**config.mk**
```make
export PLATFORM = sky130hd
export DESIGN_NAME = palette_lookup_arbiter
export DESIGN_NICKNAME = d
export VERILOG_FILES = /design/src/rtl/palette_lookup_arbiter.sv
export SDC_FILE = /design/constraint.sdc
export NUM_CORES = 1
export LEC_CHECK = 0
export CAP_MARGIN = 20
export CORE_MARGIN = 5
export CORE_UTILIZATION = 44
export DETAILED_ROUTE_END_ITERATION = 10
export GPL_ROUTABILITY_DRIVEN = 1
export PLACE_DENSITY_LB_ADDON = 0.3
export SETUP_SLACK_MARGIN = 0.05
export SYNTH_ARGS = -nofsm -noshare
export SYNTH_HDL_FRONTEND = slang
export SYNTH_SLANG_ARGS = --single-unit
```
**constraint.sdc**
```tcl
create_clock -name Clk -period 3.3 [get_ports Clk]
set_clock_uncertainty 0.15 [all_clocks]
set_input_delay 0.33 -clock Clk [delete_from_list [all_inputs] [get_ports Clk]]
set_output_delay 0.33 -clock Clk [all_outputs]
set_load 0.02 [all_outputs]
```
**src/rtl/palette_lookup_arbiter.sv**
```systemverilog
// Round-robin arbiter sharing one palette ROM between pixel requesters.
// Grant is combinational; the colour returns to the winner two cycles after its grant.
module palette_lookup_arbiter #(
  parameter int N_REQ = 4,
  parameter int IDX_W = 4,
  parameter int CW    = 4
) (
  input  logic                   Clk,
  input  logic                   Reset_n,
  input  logic                   flush,
  input  logic [N_REQ-1:0]       req,
  input  logic [N_REQ*IDX_W-1:0] index,
  output logic [N_REQ-1:0]       gnt,
  output logic [IDX_W-1:0]       pal_index,
  input  logic [CW-1:0]          pal_red,
  input  logic [CW-1:0]          pal_green,
  input  logic [CW-1:0]          pal_blue,
  output logic [N_REQ-1:0]       rsp_valid,
  output logic [CW-1:0]          rsp_red,
  output logic [CW-1:0]          rsp_green,
  output logic [CW-1:0]          rsp_blue,
  output logic                   busy
);

  localparam int PW = (N_REQ > 1) ? $clog2(N_REQ) : 1;

  logic [PW-1:0]    rr_ptr_q, rr_ptr_d;
  logic [PW-1:0]    winner;
  logic [PW:0]      cand;
  logic             accept;
  logic [IDX_W-1:0] pal_index_q, win_index;
  logic             s1_valid_q;
  logic [PW-1:0]    s1_owner_q;
  logic [N_REQ-1:0] rsp_valid_q;
  logic [3*CW-1:0]  rsp_rgb_q;

  // Scan from the pointer, wrapping; the first requester found wins.
  always_comb begin
    winner = '0;
    accept = 1'b0;
    cand   = '0;
    for (int k = 0; k < N_REQ; k++) begin
      cand = {1'b0, rr_ptr_q} + (PW+1)'(k);
      if (cand >= (PW+1)'(N_REQ)) cand = cand - (PW+1)'(N_REQ);
      if (!accept && !flush && req[cand[PW-1:0]]) begin
        accept = 1'b1;
        winner = cand[PW-1:0];
      end
    end
  end

  always_comb begin
    win_index = '0;
    for (int i = 0; i < N_REQ; i++) begin
      if (winner == PW'(i)) win_index = index[i*IDX_W +: IDX_W];
    end
  end

  assign gnt      = accept ? (N_REQ'(1) << winner) : '0;
  assign rr_ptr_d = (winner == PW'(N_REQ-1)) ? '0 : winner + 1'b1;

  always_ff @(posedge Clk or negedge Reset_n) begin
    if (!Reset_n) begin
      rr_ptr_q    <= '0;
      pal_index_q <= '0;
      s1_valid_q  <= 1'b0;
      s1_owner_q  <= '0;
      rsp_valid_q <= '0;
      rsp_rgb_q   <= '0;
    end else if (flush) begin
      // Frame start: in-flight lookups are dropped, data registers keep their value.
      rr_ptr_q    <= '0;
      s1_valid_q  <= 1'b0;
      rsp_valid_q <= '0;
    end else begin
      if (accept) begin
        rr_ptr_q    <= rr_ptr_d;
        pal_index_q <= win_index;
        s1_owner_q  <= winner;
      end
      s1_valid_q <= accept;
      if (s1_valid_q) begin
        rsp_rgb_q   <= {pal_red, pal_green, pal_blue};
        rsp_valid_q <= N_REQ'(1) << s1_owner_q;
      end else begin
        rsp_valid_q <= '0;
      end
    end
  end

  assign pal_index = pal_index_q;
  assign rsp_valid = rsp_valid_q;
  assign rsp_red   = rsp_rgb_q[3*CW-1 -: CW];
  assign rsp_green = rsp_rgb_q[2*CW-1 -: CW];
  assign rsp_blue  = rsp_rgb_q[CW-1:0];
  assign busy      = s1_valid_q | (|rsp_valid_q);

endmodule

```
==> results of run 1 <==
## sequential cells by signal, indices dropped and copies added (netlist names)
register and flops:
rr_ptr_q 2, s1_owner_q 2, pal_index 4, rsp_rgb_q 12
s1_valid_q 1, rsp_valid 4
## Yosys cell counts (all sizes together)
cell type / n / share of area (%)
and3b: 1 / 0.57
nor4b: 1 / 0.57
mux4: 1 / 1.5
clkbuf: 4 / 2.3
a21oi: 10 / 3.2
buf: 9 / 5.2
mux2: 13 / 9.5
mux2i: 5 / 3.2
o22ai: 3 / 1.6
and2: 5 / 2.0
ha: 4 / 3.2
xor2: 1 / 0.57
nand3: 1 / 0.32
a31oi: 1 / 0.40
nor4: 2 / 0.81
a211o: 1 / 0.57
nand2: 4 / 0.97
nand2b: 2 / 0.97
nor2b: 9 / 3.6
inv: 1 / 0.24
o22a: 1 / 0.57
and3: 1 / 0.40
nor4bb: 1 / 0.65
or2b: 1 / 0.49
nor2: 11 / 3.2
a2111o: 1 / 0.73
a31o: 1 / 0.57
a221oi: 5 / 2.8
dfrtp: 25 / 40
a21o: 1 / 0.49
nor3: 7 / 2.3
or4: 1 / 0.49
nor3b: 3 / 1.5
o21ai: 4 / 1.3
o31a: 1 / 0.65
or2: 1 / 0.40
o211ai: 3 / 1.5
or3: 1 / 0.40
## logic make-up after synthesis
kind of cell	synth area share [%]
multiplexers	14.1
flip-flops	40.4
AO/OA/AOI/OAI	14.4
adder cells (fa/ha/maj)	3.23
XOR/XNOR	0.566
buffers and inverters	7.68
AND/OR/NAND/NOR	19.6
## routing by layer
| metal | vias to the layer above | track usage, % |
|---|---|---|
| li1 | 682 | - |
| met1 | 665 | 19.2 |
| met2 | 42 | 29.7 |
| met3 | 8 | 3.19 |
| met4 | 0 | 6.94 |
| met5 | - | 0 |
## how the worst max path moves through the flow
stage / from / end / slack, ps
2_1_floorplan: req[3] / gnt[3] / 430
4_1_cts: rr_ptr_q[0]$_DFFE_PN0P_ / gnt[2] / 60
6_report: req[0] / gnt[3] / 120
3_3_place_gp: req[0] / gnt[3] / -200
3_5_place_dp: req[0] / gnt[3] / -290
5_1_grt: rr_ptr_q[0]$_DFFE_PN0P_ / gnt[3] / 20
## placed cells by master, fill, tap and decap left out, types with 5 or more instances in the layout
cell	count
nor3_1	7
and2_1	5
nor2_1	10
dfrtp_1	23
a21oi_1	9
clkdlybuf4s50_1	55
mux2i_1	5
buf_4	21
nor2b_1	8
mux2_2	13
a221oi_1	5
## through the flow
stage	cells	TNS, ps
finish	267	0
global route	267	0
CTS	265	0
detailed placement	261	-1730
global placement	261	-859
floorplan	147	0
## what timing repair did
action,in CTS,in global routing
resized for setup,13,7
pin swaps,1,1
gates cloned,0,0
setup buffers,0,1
endpoints found under the setup margin,4,8
## final cells by class
| cell class | count | area, µm² | area share (%) |
|---|---|---|---|
| multi-input combinational | 108 | 820 | 35.4 |
| timing repair buffer | 83 | 778 | 33.6 |
| sequential | 25 | 628 | 27.1 |
| tap | 46 | 57.6 | 2.49 |
| clock buffer | 4 | 26.3 | 1.14 |
| inverter | 1 | 3.75 | 0.162 |
## where the power goes
part	internal [mW]	total, mW	leakage [nW]	switching (mW)
clock network	0.0471	0.127	0.0150	0.0798
registers	0.385	0.450	0.301	0.0653
logic	0.447	0.855	0.650	0.409
==> impl_metrics.toml, run 1 <==
[detailed_routing]
met3_length_um = 177
viasPerCell = 5.23
m1WireLength_um = 1670
routed_wl_um = 4030
first_pass_iters = 4
wl_met2_um = 2100
first_iter_violations = 22
drcViolationCount = 0
wl_per_cell_um = 15.1
final_antenna_net_count = 0
vias = 1397
routed.top_layer = "met4"

[place]
post-dp-hpwl_um = 3180
port_buffers = 59
gp_congestion = 0.882
pre_cts_slack_ps = -294
dpl_cell_area_um2 = 2250

[floorplanning]
die_h_um = 69.3
start_util_pct = 46.0
coreArea_um2 = 3360
fp-row-count = 21
die_w_um = 69.3
die-area_um2 = 4800
io_pins = 60

[grt]
grt_pass1_vias = 1423
grt_pass1_wl_um = 6700
grt_overflow = 0
grt_max_degree = 26
antenna_found_initial = 0
grt.total_usage_pct = 16.6

[run_status]
outcome = "complete, no violations"

[sta]
hold_viol = 0
worst_pin_slew_ps = 442
period_share_pct = 96.3
max_slew_margin_pct = 70.4
whs_ps = 154
fin_crit_ps = 3180
rsz0062_at_grt = "yes"
worst_slack_ps = 124
fmax_mhz = 315
final-max-slew-violation-count = 0
setup_violations = 0

[critical_path]
required_ps = 2820
cp_num_cells = 9
cpMaxStageDelayCell = "mux4_2"
crit_path_start_kind = "primary input"
cp_cell_sequence = "clkdlybuf4s50_1, mux4_2, a2111o_1, nor2_4, o22ai_2, a21oi_2, ha_1, and2_1, clkdlybuf4s15_2"
critical_path_class = "primary input to output pin"
crit_buf_inv = 2
endpoint_kind = "output pin"
cp.arrival_ps = 2700
max_stage_delay_ps = 500
r2r-end = "pal_index[1]$_DFFE_PN0P_"
ff2ff_path_depth = 11
cp_max_fo = 4
r2r_start = "rr_ptr_q[0]$_DFFE_PN0P_"
cpLargestDelayFamily = "buffers and inverters"
ff2ff_setup_slack_ps = 260

[clock_tree]
root_buffer = "clkbuf_4"
clock_sinks = 25
numCtsBuffers = 3
clkTransAtPathRegs_ps = 120
ctsHtreeMaxLevel = 1
tritoncts = "built"
cts_hold_buf = 0
clk_latency_ps = 300
clockBufferDepth = 2

[final_layout]
nNetsFinal = 261
post-route-util_pct = 68.8
fillers = 286
finalInstanceArea_um2 = 2310
syn_to_final_growth_pct = 49.5
drive_gt1_share_pct = 24.9
n_antenna_cell = 0

[synthesis]
yosysUniqueCellTypes = 44
yosysWarnings = 0
synthesis.area_um2 = 1550
ys_ff_latch = 25
avgSynthCellArea_um2 = 10.5
postSynthCellCount = 147
synth-seq-area-share_pct = 40.4
synth_fp_nets = 186

[pwr]
peakVddDrop_uv = 326
power_mw = 1.43
p_leak_nw = 0.966
powerDensity_nw_per_um2 = 619

[hold_path]
hp-class = "primary input to async pin"

[flow_run]
drv_cap = 0
Note: power is estimated with default switching activity, not from simulation.
==> run 2, diff against run 1 <==
Settings changed: ABC_AREA from default to 1, CORE_UTILIZATION 44 to 42.
==> impl_metrics.toml, run 2 <==
[run_status]
outcome = "complete, no violations"

[sta]
final-max-slew-violation-count = 0
hold_viol = 0
whs_ps = 224
fmax_mhz = 333
fin_crit_ps = 3010
rsz0062_at_grt = "yes"
max_slew_margin_pct = 59.0
period_share_pct = 91.1
worst_pin_slew_ps = 614
setup_violations = 0

[synthesis]
synth_most_common_cell = "nand2_1"
synth_fp_nets = 217
postSynthCellCount = 178
yosysUniqueCellTypes = 25
synthesis.area_um2 = 1430
synthTopCellsByCount = "66 x nand2_1, 25 x dfrtp_1, 14 x inv_1"
synth_ff_type = "dfrtp_1"
synth_area_leaders = "dfrtp_1 44%, nand2_1 17%, mux2_2 9.4%"
ys_ff_latch = 25
async_reset_ff_share_pct = 100
netlist.area_leader.share_pct = 43.7
synth-seq-area-share_pct = 43.7
avgSynthCellArea_um2 = 8.04
yosys.area.top_type = "dfrtp_1"
synth-edff-count = 0
yosysWarnings = 0

[floorplanning]
die_w_um = 68.4
die_h_um = 68.4
io_pins = 60
start_util_pct = 43.2
die-area_um2 = 4680
coreArea_um2 = 3310
fp-row-count = 21

[final_layout]
n_antenna_cell = 0
top_register = "rsp_rgb_q"
largest_reg_flops = 12
drive_gt1_share_pct = 18.4
nNetsFinal = 285
syn_to_final_growth_pct = 49.6
mostFrequentLayoutCell = "nand2_1"
most-common-layout-cells = "66 x nand2_1, 55 x clkdlybuf4s50_1, 24 x dfrtp_1"

[detailed_routing]
drcViolationCount = 0
vias = 1394
routed_wl_um = 3270
wl_per_cell_um = 11.2
final_antenna_net_count = 0
viasPerCell = 4.79
first_iter_violations = 81
first_pass_iters = 4

[critical_path]
required_ps = 2820
cp_max_fo = 7
cpLargestDelayFamily = "simple AND/OR/NAND/NOR gates"
cp.arrival_ps = 2530
cpMaxStageDelayCell = "dfrtp_2"
r2r_start = "rr_ptr_q[0]$_DFFE_PN0P_"
cp_cell_sequence = "buf_4, nand2_1, nand3_1, nand2_2, nand3_2, nor2_4, inv_1, nand2_1, nand2_1, nand2_1, nand2_1, inv_2, ha_2, inv_1, nor2_1, clkbuf_2"
startpoint = "rr_ptr_q[0]$_DFFE_PN0P_"
max_stage_delay_ps = 490
critical_path_class = "register to output pin"
cpMostUsedCell = "nand2_1"
crit_buf_inv = 5
crit_path_start_kind = "register"
endpoint_kind = "output pin"

[grt]
grt_pass1_wl_um = 5380
grt.total_usage_pct = 14.8
grt_max_degree = 26
grt_pass1_vias = 1299
antenna_found_initial = 0
grt_overflow = 0

[place]
post-dp-hpwl_um = 2620
port_buffers = 59
gp_congestion = 0.798

[pwr]
p_leak_nw = 1.01
powerDensity_nw_per_um2 = 942
power_mw = 2.02
peakVddDrop_uv = 544

[clock_tree]
clockBufferDepth = 2
clkTransAtPathRegs_ps = 130
cts_hold_buf = 0
root_buffer = "clkbuf_4"
ctsHtreeMaxLevel = 1
clk_latency_ps = 310
numCtsBuffers = 3
tritoncts = "built"
clock_sinks = 25

[hold_path]
hp-class = "primary input to async pin"

[flow_run]
drv_cap = 0
==> run 2: cell count changes after synthesis, sizes merged, moves of 6 or more <==
cell   previous run  this run
a21oi            10         4
inv               1        18
nand2             4        71
buf               9         3
nor2b             9         0
nand3             1        10
o21ai             4        10
==> run 2: report_power, final <==
group / switching, mW / total [mW] / internal (mW)
combinational: 0.759 / 1.35 / 0.593
clock: 0.0851 / 0.132 / 0.0471
sequential: 0.0862 / 0.532 / 0.445
==> run 2: cell type report <==
type | instances | area (µm²)
sequential | 25 | 627
fill | 315 | 1170
timing repair buffer | 66 | 623
multi-input combinational | 131 | 731
clock buffer | 4 | 26.3
tap | 46 | 57.6
inverter | 19 | 76.3
==> run 2: cell families (layout without fill, tap and decap cells) <==
family | count (synthesis) | in the layout | synth area share, %
flip-flops | 25 | 25 | 43.7
AO/OA/AOI/OAI | 15 | 15 | 5.68
adder cells (fa/ha/maj) | 4 | 4 | 3.50
multiplexers | 12 | 12 | 9.44
AND/OR/NAND/NOR | 100 | 100 | 31.2
buffers and inverters | 22 | 89 | 6.47
==> run 2: final timing paths <==
path | depth (start not counted) | endpoint | slack [ps]
min | 2 | rsp_valid[2]$_DFF_PN0_ | 220
min in group Clk | 2 | pal_index[3]$_DFFE_PN0P_ | 340
max | 16 | gnt[2] | 290
max reg2reg | 17 | pal_index[1]$_DFFE_PN0P_ | 610
max in group asynchronous | 2 | rr_ptr_q[0]$_DFFE_PN0P_ | 2520
min reg2reg | 2 | pal_index[3]$_DFFE_PN0P_ | 340
==> run 2: worst register-to-register path, delay by kind of cell, from the launching register on <==
kind | cells | cell delay (ps)
fa+ha+maj | 1 | 230
compound gates | 3 | 340
buf+inv | 3 | 420
flops | 1 | 490
simple gates | 10 | 950
==> run 2: metal layers <==
metal / share of wire, % / global-route usage (%)
met5: 0 / 0
met4: 0.46 / 4.96
met3: 11 / 4.43
met2: 45 / 25.3
met1: 44 / 17.7
==> run 2: repair_timing <==
action,in CTS,in global routing
buffers inserted,0,3
endpoints found under the setup margin,4,4
pin swaps,0,0
cloned,0,0
resized for setup,6,12
==> run 2: through the flow <==
| stage | cells | area (µm²) | setup TNS (ps) | setup slack [ps] | util (%) |
|---|---|---|---|---|---|
| 2_1_floorplan | 178 | 1430 | 0 | 700 | - |
| 5_1_grt | 291 | 2140 | -13.9 | -13.9 | 64.7 |
| 3_5_place_dp | 284 | 2090 | -1.13 | -1.13 | 63.2 |
| 6_report | 291 | 2140 | 0 | 295 | 64.7 |
| 4_1_cts | 288 | 2120 | 0 | 58.7 | 64.0 |
| 3_3_place_gp | 284 | 2090 | 0 | 26.8 | 63.2 |
